`src/rtl/jt51_csr_pkg.sv`:
```
// Shared definitions for the jt51 per-channel register write scheduler.
package jt51_csr_pkg;

   localparam logic [7:0] CH_BASE     = 8'h20;
   localparam logic [1:0] GRP_RLFBCON = 2'd0;
   localparam logic [1:0] GRP_KC      = 2'd1;
   localparam logic [1:0] GRP_KF      = 2'd2;
   localparam logic [1:0] GRP_PMSAMS  = 2'd3;

   // One buffered register write, already decoded into channel and group.
   typedef struct packed {
      logic [2:0] ch;
      logic [1:0] grp;
      logic [7:0] data;
   } sched_entry_t;

   // Update strobes towards jt51_csr_ch.
   typedef struct packed {
      logic rl;
      logic fb;
      logic con;
      logic kc;
      logic kf;
      logic ams;
      logic pms;
   } ch_upd_t;

   function automatic ch_upd_t grp_to_upd(input logic [1:0] grp);
      ch_upd_t u;
      u = '0;
      case (grp)
         GRP_RLFBCON: begin
            u.rl  = 1'b1;
            u.fb  = 1'b1;
            u.con = 1'b1;
         end
         GRP_KC:      u.kc = 1'b1;
         GRP_KF:      u.kf = 1'b1;
         default: begin
            u.pms = 1'b1;
            u.ams = 1'b1;
         end
      endcase
      return u;
   endfunction

endpackage

```
`src/rtl/jt51_sched_fifo.sv`:
```
// Small synchronous FIFO holding decoded register writes. Pop is qualified
// by the caller (cen-gated); push is free-running on clk.
module jt51_sched_fifo
   import jt51_csr_pkg::*;
#(
   parameter int DEPTH = 2
) (
   input  logic         clk,
   input  logic         rst_n,
   input  logic         push,
   input  logic         pop,
   input  sched_entry_t wdata,
   output sched_entry_t rdata,
   output logic         full,
   output logic         empty
);

   localparam int AW = (DEPTH > 1) ? $clog2(DEPTH) : 1;
   localparam int CW = $clog2(DEPTH + 1);

   logic [AW-1:0] wptr_q;
   logic [AW-1:0] rptr_q;
   logic [CW-1:0] cnt_q;
   sched_entry_t  mem_q [DEPTH];

   function automatic logic [AW-1:0] ptr_inc(input logic [AW-1:0] p);
      return (p == AW'(DEPTH - 1)) ? '0 : p + AW'(1);
   endfunction

   assign full  = (cnt_q == CW'(DEPTH));
   assign empty = (cnt_q == '0);
   assign rdata = mem_q[rptr_q];

   // Storage array; contents are don't-care until written, so no reset.
   always_ff @(posedge clk) begin
      if (push) mem_q[wptr_q] <= wdata;
   end

   // Pointers and occupancy; push and pop may coincide.
   always_ff @(posedge clk or negedge rst_n) begin
      if (!rst_n) begin
         wptr_q <= '0;
         rptr_q <= '0;
         cnt_q  <= '0;
      end else begin
         if (push) wptr_q <= ptr_inc(wptr_q);
         if (pop)  rptr_q <= ptr_inc(rptr_q);
         case ({push, pop})
            2'b10:   cnt_q <= cnt_q + CW'(1);
            2'b01:   cnt_q <= cnt_q - CW'(1);
            default: cnt_q <= cnt_q;
         endcase
      end
   end

endmodule

```
`src/rtl/jt51_csr_ch_sched.sv`:
```
// Write scheduler for jt51_csr_ch: decodes CPU writes to 0x20-0x3F, queues
// them, and issues each one when its channel reaches the shift-register input.
//
// state     | meaning
// ----------+-----------------------------------------------------------
// ST_IDLE   | FIFO empty, no strobe
// ST_WAIT   | head entry present, waiting for slot+1 == head.ch
// ST_STROBE | din and group strobes driven for the current slot
module jt51_csr_ch_sched
   import jt51_csr_pkg::*;
#(
   parameter int DEPTH = 2
) (
   input  logic       clk,
   input  logic       rst_n,
   input  logic       cen,
   input  logic       wr_valid,
   output logic       wr_ready,
   input  logic [7:0] wr_addr,
   input  logic [7:0] wr_data,
   output logic [2:0] slot,
   output logic [7:0] din,
   output logic       up_rl_ch,
   output logic       up_fb_ch,
   output logic       up_con_ch,
   output logic       up_kc_ch,
   output logic       up_kf_ch,
   output logic       up_ams_ch,
   output logic       up_pms_ch,
   output logic       busy,
   output logic       drop
);

   localparam logic [1:0] ST_IDLE   = 2'd0;
   localparam logic [1:0] ST_WAIT   = 2'd1;
   localparam logic [1:0] ST_STROBE = 2'd2;

   logic [1:0]   state_q, state_d;
   logic [2:0]   slot_q, slot_d;
   logic [7:0]   din_q, din_d;
   ch_upd_t      upd_q, upd_d;
   logic         drop_q, drop_d;

   logic         addr_ok;
   logic         accept;
   logic         push;
   logic         pop;
   logic         fire;
   logic         fifo_full;
   logic         fifo_empty;
   logic [2:0]   slot_next;
   sched_entry_t push_ent;
   sched_entry_t head;

   assign addr_ok  = (wr_addr[7:5] == CH_BASE[7:5]);
   assign wr_ready = !fifo_full;
   assign accept   = wr_valid && wr_ready;
   assign push     = accept && addr_ok;
   assign push_ent = '{ch: wr_addr[2:0], grp: wr_addr[4:3], data: wr_data};

   // The head is issued on the cen edge that moves its channel to the input.
   assign slot_next = slot_q + 3'd1;
   assign fire      = !fifo_empty && (head.ch == slot_next);
   assign pop       = cen && fire;

   jt51_sched_fifo #(.DEPTH(DEPTH)) u_fifo (
      .clk   (clk),
      .rst_n (rst_n),
      .push  (push),
      .pop   (pop),
      .wdata (push_ent),
      .rdata (head),
      .full  (fifo_full),
      .empty (fifo_empty)
   );

   // Next-state for slot counter, FSM, din and strobes; everything holds without cen.
   always_comb begin
      state_d = state_q;
      slot_d  = slot_q;
      din_d   = din_q;
      upd_d   = upd_q;
      drop_d  = accept && !addr_ok;
      if (cen) begin
         slot_d = slot_next;
         if (fire) begin
            state_d = ST_STROBE;
            din_d   = head.data;
            upd_d   = grp_to_upd(head.grp);
         end else begin
            upd_d   = '0;
            state_d = fifo_empty ? ST_IDLE : ST_WAIT;
         end
      end
   end

   // Scheduler state registers.
   always_ff @(posedge clk or negedge rst_n) begin
      if (!rst_n) begin
         state_q <= ST_IDLE;
         slot_q  <= '0;
         din_q   <= '0;
         upd_q   <= '0;
         drop_q  <= 1'b0;
      end else begin
         state_q <= state_d;
         slot_q  <= slot_d;
         din_q   <= din_d;
         upd_q   <= upd_d;
         drop_q  <= drop_d;
      end
   end

   assign slot      = slot_q;
   assign din       = din_q;
   assign up_rl_ch  = upd_q.rl;
   assign up_fb_ch  = upd_q.fb;
   assign up_con_ch = upd_q.con;
   assign up_kc_ch  = upd_q.kc;
   assign up_kf_ch  = upd_q.kf;
   assign up_ams_ch = upd_q.ams;
   assign up_pms_ch = upd_q.pms;
   assign drop      = drop_q;
   assign busy      = !fifo_empty || (state_q == ST_STROBE);

endmodule

```
`config.mk`:
```
export PLATFORM = sky130hd
export DESIGN_NAME = jt51_csr_ch_sched
export DESIGN_NICKNAME = d
export VERILOG_FILES = /design/src/rtl/jt51_csr_pkg.sv /design/src/rtl/jt51_sched_fifo.sv /design/src/rtl/jt51_csr_ch_sched.sv
export SDC_FILE = /design/constraint.sdc
export NUM_CORES = 1
export LEC_CHECK = 0
export ABC_AREA = 1
export BUFFER_PORTS_ARGS = -buffer_cell sky130_fd_sc_hd__buf_2
export CAP_MARGIN = 15
export CORE_MARGIN = 2
export CORE_UTILIZATION = 50
export CTS_CLUSTER_SIZE = 20
export DETAILED_ROUTE_END_ITERATION = 7
export PLACE_DENSITY = 0.73
export SLEW_MARGIN = 10
export SYNTH_ARGS = -nofsm -noshare
export SYNTH_HDL_FRONTEND = slang
export SYNTH_HIERARCHICAL = 1
export SYNTH_SLANG_ARGS = --single-unit
```
`constraint.sdc`:
```
create_clock -name clk -period 2.75 [get_ports clk]
set_clock_uncertainty 0.15 [all_clocks]
set_input_delay 0.1375 -clock clk [delete_from_list [all_inputs] [get_ports clk]]
set_output_delay 0.1375 -clock clk [all_outputs]
set_load 0.03 [all_outputs]
```
Word-level counts from Yosys, hierarchy flattened
Memories as Yosys holds them, arrays and structs flattened.
Cells that the tools add are included.
{"block": "totals", "register_bits": 25, "ram_bits": 26, "output_inout_bits": 21, "word_cells": 54, "mem_count": 1}
{"block": "op_classes", "add_sub_neg": 5, "eq_ne": 8, "muxes": 12, "n_reduce_logical": 14}
{"name": "u_fifo.mem_q", "depth": 2, "word_bits": 13, "rd": 1, "rd_ports_with_merged_regs": 0, "wr": 1, "line_no": "jt51_sched_fifo.sv:24", "rtl": "sched_entry_t mem_q [DEPTH];"}
{"op": "== test 2 bit, second input constant", "n": 4}
{"op": "2-to-1 mux 1 bit", "n": 7}
{"op": "2-to-1 mux 7 bit", "n": 1}
{"op": "logical AND 1 bit", "n": 5}
{"op": "== test 2 x 1 -> 1 bit, second input constant", "n": 2}
{"op": "logical NOT 2 bit", "n": 2}
{"op": "2-to-1 mux 2 bit", "n": 2}
{"op": "case mux 2 bit (2 select lines)", "n": 1}
{"op": "adder 3 x 1 -> 3 bit, second input constant", "n": 1}
{"op": "== test 3 x 1 -> 1 bit, second input constant", "n": 1}
{"op": "== test 3 bit", "n": 1}
{"op": "logical NOT 1 bit", "n": 3}
{"op": "2-to-1 mux 3 bit", "n": 1}
{"op": "OR reduction 3 bit", "n": 1}
{"op": "adder 1 bit, second input constant", "n": 2}
{"op": "adder 2 x 1 -> 2 bit, second input constant", "n": 1}
{"op": "AND reduction 2 bit", "n": 1}
{"op": "nonzero test 2 bit", "n": 1}
{"op": "subtractor 2 x 1 -> 2 bit, second input constant", "n": 1}
{"op": "logical OR 1 bit", "n": 1}

Depth between registers and ports, before layout
{"block": "logic_depth", "depth_word": 6, "depth_mapped": 16}

By module
The synthesis kept the hierarchy.
{"mod": "jt51_sched_fifo", "instances": 1, "cells_per_inst": 92, "area_each_um2": 1214.9, "seq_area_each_um2": 880.8}
{"mod": "jt51_csr_ch_sched", "instances": 1, "cells_per_inst": 111, "area_each_um2": 959.7, "seq_area_each_um2": 450.4}

Worst setup path after synthesis
OpenSTA, ideal clock, no wires.
{"block": "synth_path", "path_type": "register to register", "start": "register u_fifo.cnt_q[1]", "end": "memory u_fifo/mem_q[0][0] (netlist name), enable pin", "setup_ps": 382, "t_arrival_ps": 1623, "required_time_ps": 2218, "setup_slack_ps": 595, "path_stages_with_launch": 8, "path_buffers": 0, "synth_period_minus_slack_ps": 2155, "path_cell_list": "dfrtp_1 inv_1 nor2_1 inv_1 nand2_1 nor2_1 inv_1 nor2_1"}
{"block": "synth_between", "elab_chain_cells": 6}
{"item": "start: declaration", "line_no": "jt51_sched_fifo.sv:23", "rtl": "logic [CW-1:0] cnt_q;"}
{"item": "start signal: assignment", "line_no": "jt51_sched_fifo.sv:49", "rtl": "2'b10: cnt_q <= cnt_q + CW'(1);"}
{"item": "start signal: assignment", "line_no": "jt51_sched_fifo.sv:50", "rtl": "2'b01: cnt_q <= cnt_q - CW'(1);"}
{"item": "start signal: assignment", "line_no": "jt51_sched_fifo.sv:51", "rtl": "default: cnt_q <= cnt_q;"}
{"item": "== test 2 bit", "line_no": "jt51_sched_fifo.sv:30", "rtl": "assign full = (cnt_q == CW'(DEPTH));"}
{"item": "named net fifo_full", "line_no": "jt51_csr_ch_sched.sv:49", "rtl": "logic fifo_full;"}
{"item": "logical NOT 1 bit", "line_no": "jt51_csr_ch_sched.sv:56", "rtl": "assign wr_ready = !fifo_full;"}
{"item": "named net wr_ready", "line_no": "jt51_csr_ch_sched.sv:18", "rtl": "output logic wr_ready,"}
{"item": "logical AND 1 bit", "line_no": "jt51_csr_ch_sched.sv:57", "rtl": "assign accept = wr_valid && wr_ready;"}
{"item": "logical AND 1 bit", "line_no": "jt51_csr_ch_sched.sv:58", "rtl": "assign push = accept && addr_ok;"}
{"item": "named net push", "line_no": "jt51_csr_ch_sched.sv:46", "rtl": "logic push;"}
{"item": "2-to-1 mux 1 bit", "line_no": "jt51_sched_fifo.sv:36", "rtl": "if (push) mem_q[wptr_q] <= wdata;"}
{"item": "2-to-1 mux 1 bit (not written as such)", "line_no": "jt51_sched_fifo.sv:36"}
{"item": "end: declaration", "line_no": "jt51_sched_fifo.sv:24"}
The timed path passes the listed nets, and every way through them passes these cells.

Final worst setup path
{"block": "layout_path", "start": "register slot_q[0], in the netlist slot[0]", "end": "register u_fifo.cnt_q[1]"}
{"block": "layout_between", "elab_chain_cells": 6}
{"item": "start: declaration", "line_no": "jt51_csr_ch_sched.sv:39", "rtl": "logic [2:0] slot_q, slot_d;"}
{"item": "start signal: assignment", "line_no": "jt51_csr_ch_sched.sv:107", "rtl": "slot_q <= slot_d;"}
{"item": "adder 3 x 1 -> 3 bit (*)", "line_no": "jt51_csr_ch_sched.sv:62", "rtl": "assign slot_next = slot_q + 3'd1;"}
{"item": "named net slot_next[1]", "line_no": "jt51_csr_ch_sched.sv:51", "rtl": "logic [2:0] slot_next;"}
{"item": "== test 3 bit (*)", "line_no": "jt51_csr_ch_sched.sv:63", "rtl": "assign fire = !fifo_empty && (head.ch == slot_next);"}
{"item": "logical AND 1 bit (*)", "line_no": "jt51_csr_ch_sched.sv:63"}
{"item": "logical AND 1 bit (*)", "line_no": "jt51_csr_ch_sched.sv:64", "rtl": "assign pop = cen && fire;"}
{"item": "named net pop", "line_no": "jt51_csr_ch_sched.sv:47", "rtl": "logic pop;"}
{"item": "== test 2 x 1 -> 1 bit / == test 2 bit (equally long branches)", "line_no": "jt51_sched_fifo.sv:48", "rtl": "case ({push, pop})"}
{"item": "case mux 2 bit (2 select lines) / nonzero test 2 bit (equally long branches)"}
Mark *: on every way through the listed nets, which the timed path passes. The rest lies on a longest branch.
A chain may end at the register's enable or synchronous reset.

==> metrics.txt <==
worst min-delay path class in2reg; Yosys warnings 6; cells after synthesis 203; clk sinks 48; cts hold-fix bufs 16; PnR worst setup slack 486 ps; HP Start wr_addr[7]; critical path class reg2reg; DRT Wirelength 3770 um; Slew Limit Headroom 0.625; fraction of registers with async set/reset 0.458; met1 wire length 1630 um; power density over cell area 995 mW/mm2; vias in the first global route 1408; Final ANT Viol Nets 0; Worst Hold Depth 4; hold worst-path end drop; Worst Tran Pin Value 562 ps; drt drc 0; routed len/inst 12.2 um; most frequent cells in the layout nand2_1 (55), buf_2 (40), inv_1 (31), edfxtp_1 (26), dfrtp_1 (22); Yosys reg bits 48; Top Ports 41; max-slew violations 0; Longest Clk Path Bufs 2; ant diodes 0; Tot GR Track Use 0.171; port buffer count 40; Max rail drop VDD 532 uV; Netlist cell types 22; Die Area 0.00489 mm2; Mapped Avg Cell Area 10.7 um2; DR vias/cell 4.77; proportion of layout cells with a drive suffix above 1 0.265; Final Hold Vio Count 0; nets 281; post-CTS setup buffers 0; worst reg2reg path depth 12; drt pass-1 iters 4; routed vias 1480; commonest non-fill, non-tap cell in the layout nand2_1; # H-tree levels 2; max-cap violation count 0; CTS Buf Count 5; first-pass GRT wire length 6350 um; Setup TNS 0 ps; period utilisation layout 0.823; P_leak 1.29 nW; detailed-placement wirelength estimate 2580 um; CTS tree yes; Cells after DPL 286; dpl ws 522 ps; Finished Layout Cells 310; Post-CTS Resized 0; achievable frequency 442 MHz; Clock Latency Late Sink 300 ps; unrepaired setup endpoints after global routing false; initial antenna violation count 0; CTS clock-pin slew for the worst setup and hold paths 80 ps; Required @ worst endpoint 2790 ps; CP max stage cell dfrtp_1; # setup viols final 0; ys flop type edfxtp_1; crit start category flop; clock root buffer clkbuf_8; reg2reg end u_fifo/cnt_q[1]; status complete, no violations; Rows 23; area growth from synthesis to layout 20.4%; Initial Utilization 0.532; Crit path largest cell delay 450 ps; die width 70.0 um; CORE AREA 0.00409 mm2; total gr overflow 0; final core utilization 0.641; Post-Syn Nets 225; met2 WL 1900 um; Hold Slack 9.38 ps; largest net degree at the start of global routing 23; r2r startpoint slot[0]; uppermost routed layer met4; fin crit period 2260 ps; sequential share of the synthesized area 0.612; CP arrival 2310 ps; DR iter-0 viols 102; crit path cell chain ha_1 > inv_1 > nand2_1 > nand2_2 > nor2_8 > nand3_4 > inv_1 > ha_1 > inv_1 > nand3_1 > nand2_1 > nand2_1; CP endpoint kind flop; Die Height 70.0 um; global placement routability congestion 0.760; Post-synth EDFFs 26; Fillers 330; met3 WL 157 um; CP Max Fanout 14; Netlist Area Pre-Place 0.00217 mm2; R2R setup slack 490 ps
==> synth_stat cells, types with 2 or more instances <==
cell type / n / area (um2)
xor2_1: 3 / 26.3
nor2_1: 7 / 26.3
o21ai_2: 7 / 61.3
nand3_1: 4 / 20.0
nand2_1: 55 / 206
buf_6: 4 / 45.0
inv_1: 31 / 116
nand2_2: 5 / 31.3
buf_4: 3 / 22.5
nand4_1: 13 / 81.3
o21ai_0: 10 / 50.1
inv_2: 3 / 11.3
ha_1: 2 / 25.0
dfrtp_1: 22 / 551
nor2_8: 2 / 40.0
edfxtp_1: 26 / 781
==> cell families (layout without fill, tap and decap cells) <==
group           after synthesis  in the layout  synth area share
compound gates               17             17            0.0512
xor+xnor                      4              4            0.0161
fa+ha+maj                     2              2            0.0115
buf+inv                      43            100             0.106
flops                        48             48             0.612
simple gates                 89             89             0.203
==> stage by stage <==
| step | power (mW) | area (um2) |
|---|---|---|
| floorplan | 1.97 | 2170 |
| global placement | 2.09 | 2350 |
| detailed placement | 2.12 | 2350 |
| CTS | 2.63 | 2620 |
| global route | 2.78 | 2620 |
| finish | 2.60 | 2620 |
==> flip-flops by register name, indices dropped and copies added, names as in the netlist <==
name	cells
din	8
drop	1
slot	3
state_q	2
u_fifo/cnt_q	2
u_fifo/mem_q	26
u_fifo/rptr_q	1
u_fifo/wptr_q	1
up_ams_ch	1
up_kc_ch	1
up_kf_ch	1
up_rl_ch	1
==> critical path, delay by kind of cell (launching register included) <==
kind          cells  cell delay [ps]
buf+inv           3              260
simple gates      7              720
fa+ha+maj         2              580
flops             1              450
==> metal layers <==
layer,track usage,vias to the layer above
met5,0,-
li1,-,770
met2,0.288,35
met1,0.200,668
met4,0.0897,0
met3,0.0462,7
==> worst max path at each step <==
stage / startpoint / end / slack, ps / cells past startpoint
2_1_floorplan: u_fifo/cnt_q[1] / u_fifo/mem_q[0][0] / 590 / 7
3_3_place_gp: slot[0] / u_fifo/cnt_q[1] / 580 / 12
3_5_place_dp: slot[0] / u_fifo/cnt_q[1] / 520 / 12
4_1_cts: slot[0] / u_fifo/cnt_q[1] / 490 / 12
5_1_grt: u_fifo/rptr_q / u_fifo/cnt_q[1] / 340 / 12
6_report: slot[0] / u_fifo/cnt_q[1] / 490 / 12
==> power by group <==
| group | total, mW | leakage, nW | switching, mW | internal (mW) |
|---|---|---|---|---|
| Clock | 0.492 | 0.0552 | 0.222 | 0.270 |
| Combinational | 1.10 | 0.725 | 0.767 | 0.336 |
| Sequential | 1.01 | 0.515 | 0.109 | 0.902 |
==> layout make-up <==
class / count / area [um2] / share of cell area
Multi-Input combinational cell: 112 / 613 / 0.234
Clock buffer: 6 / 72.6 / 0.0277
Sequential cell: 48 / 1330 / 0.509
Inverter: 34 / 128 / 0.0488
Clock inverter: 2 / 35.0 / 0.0134
Timing Repair Buffer: 58 / 375 / 0.143
Tap cell: 50 / 62.6 / 0.0239
Power figures use the tool's default switching activity.
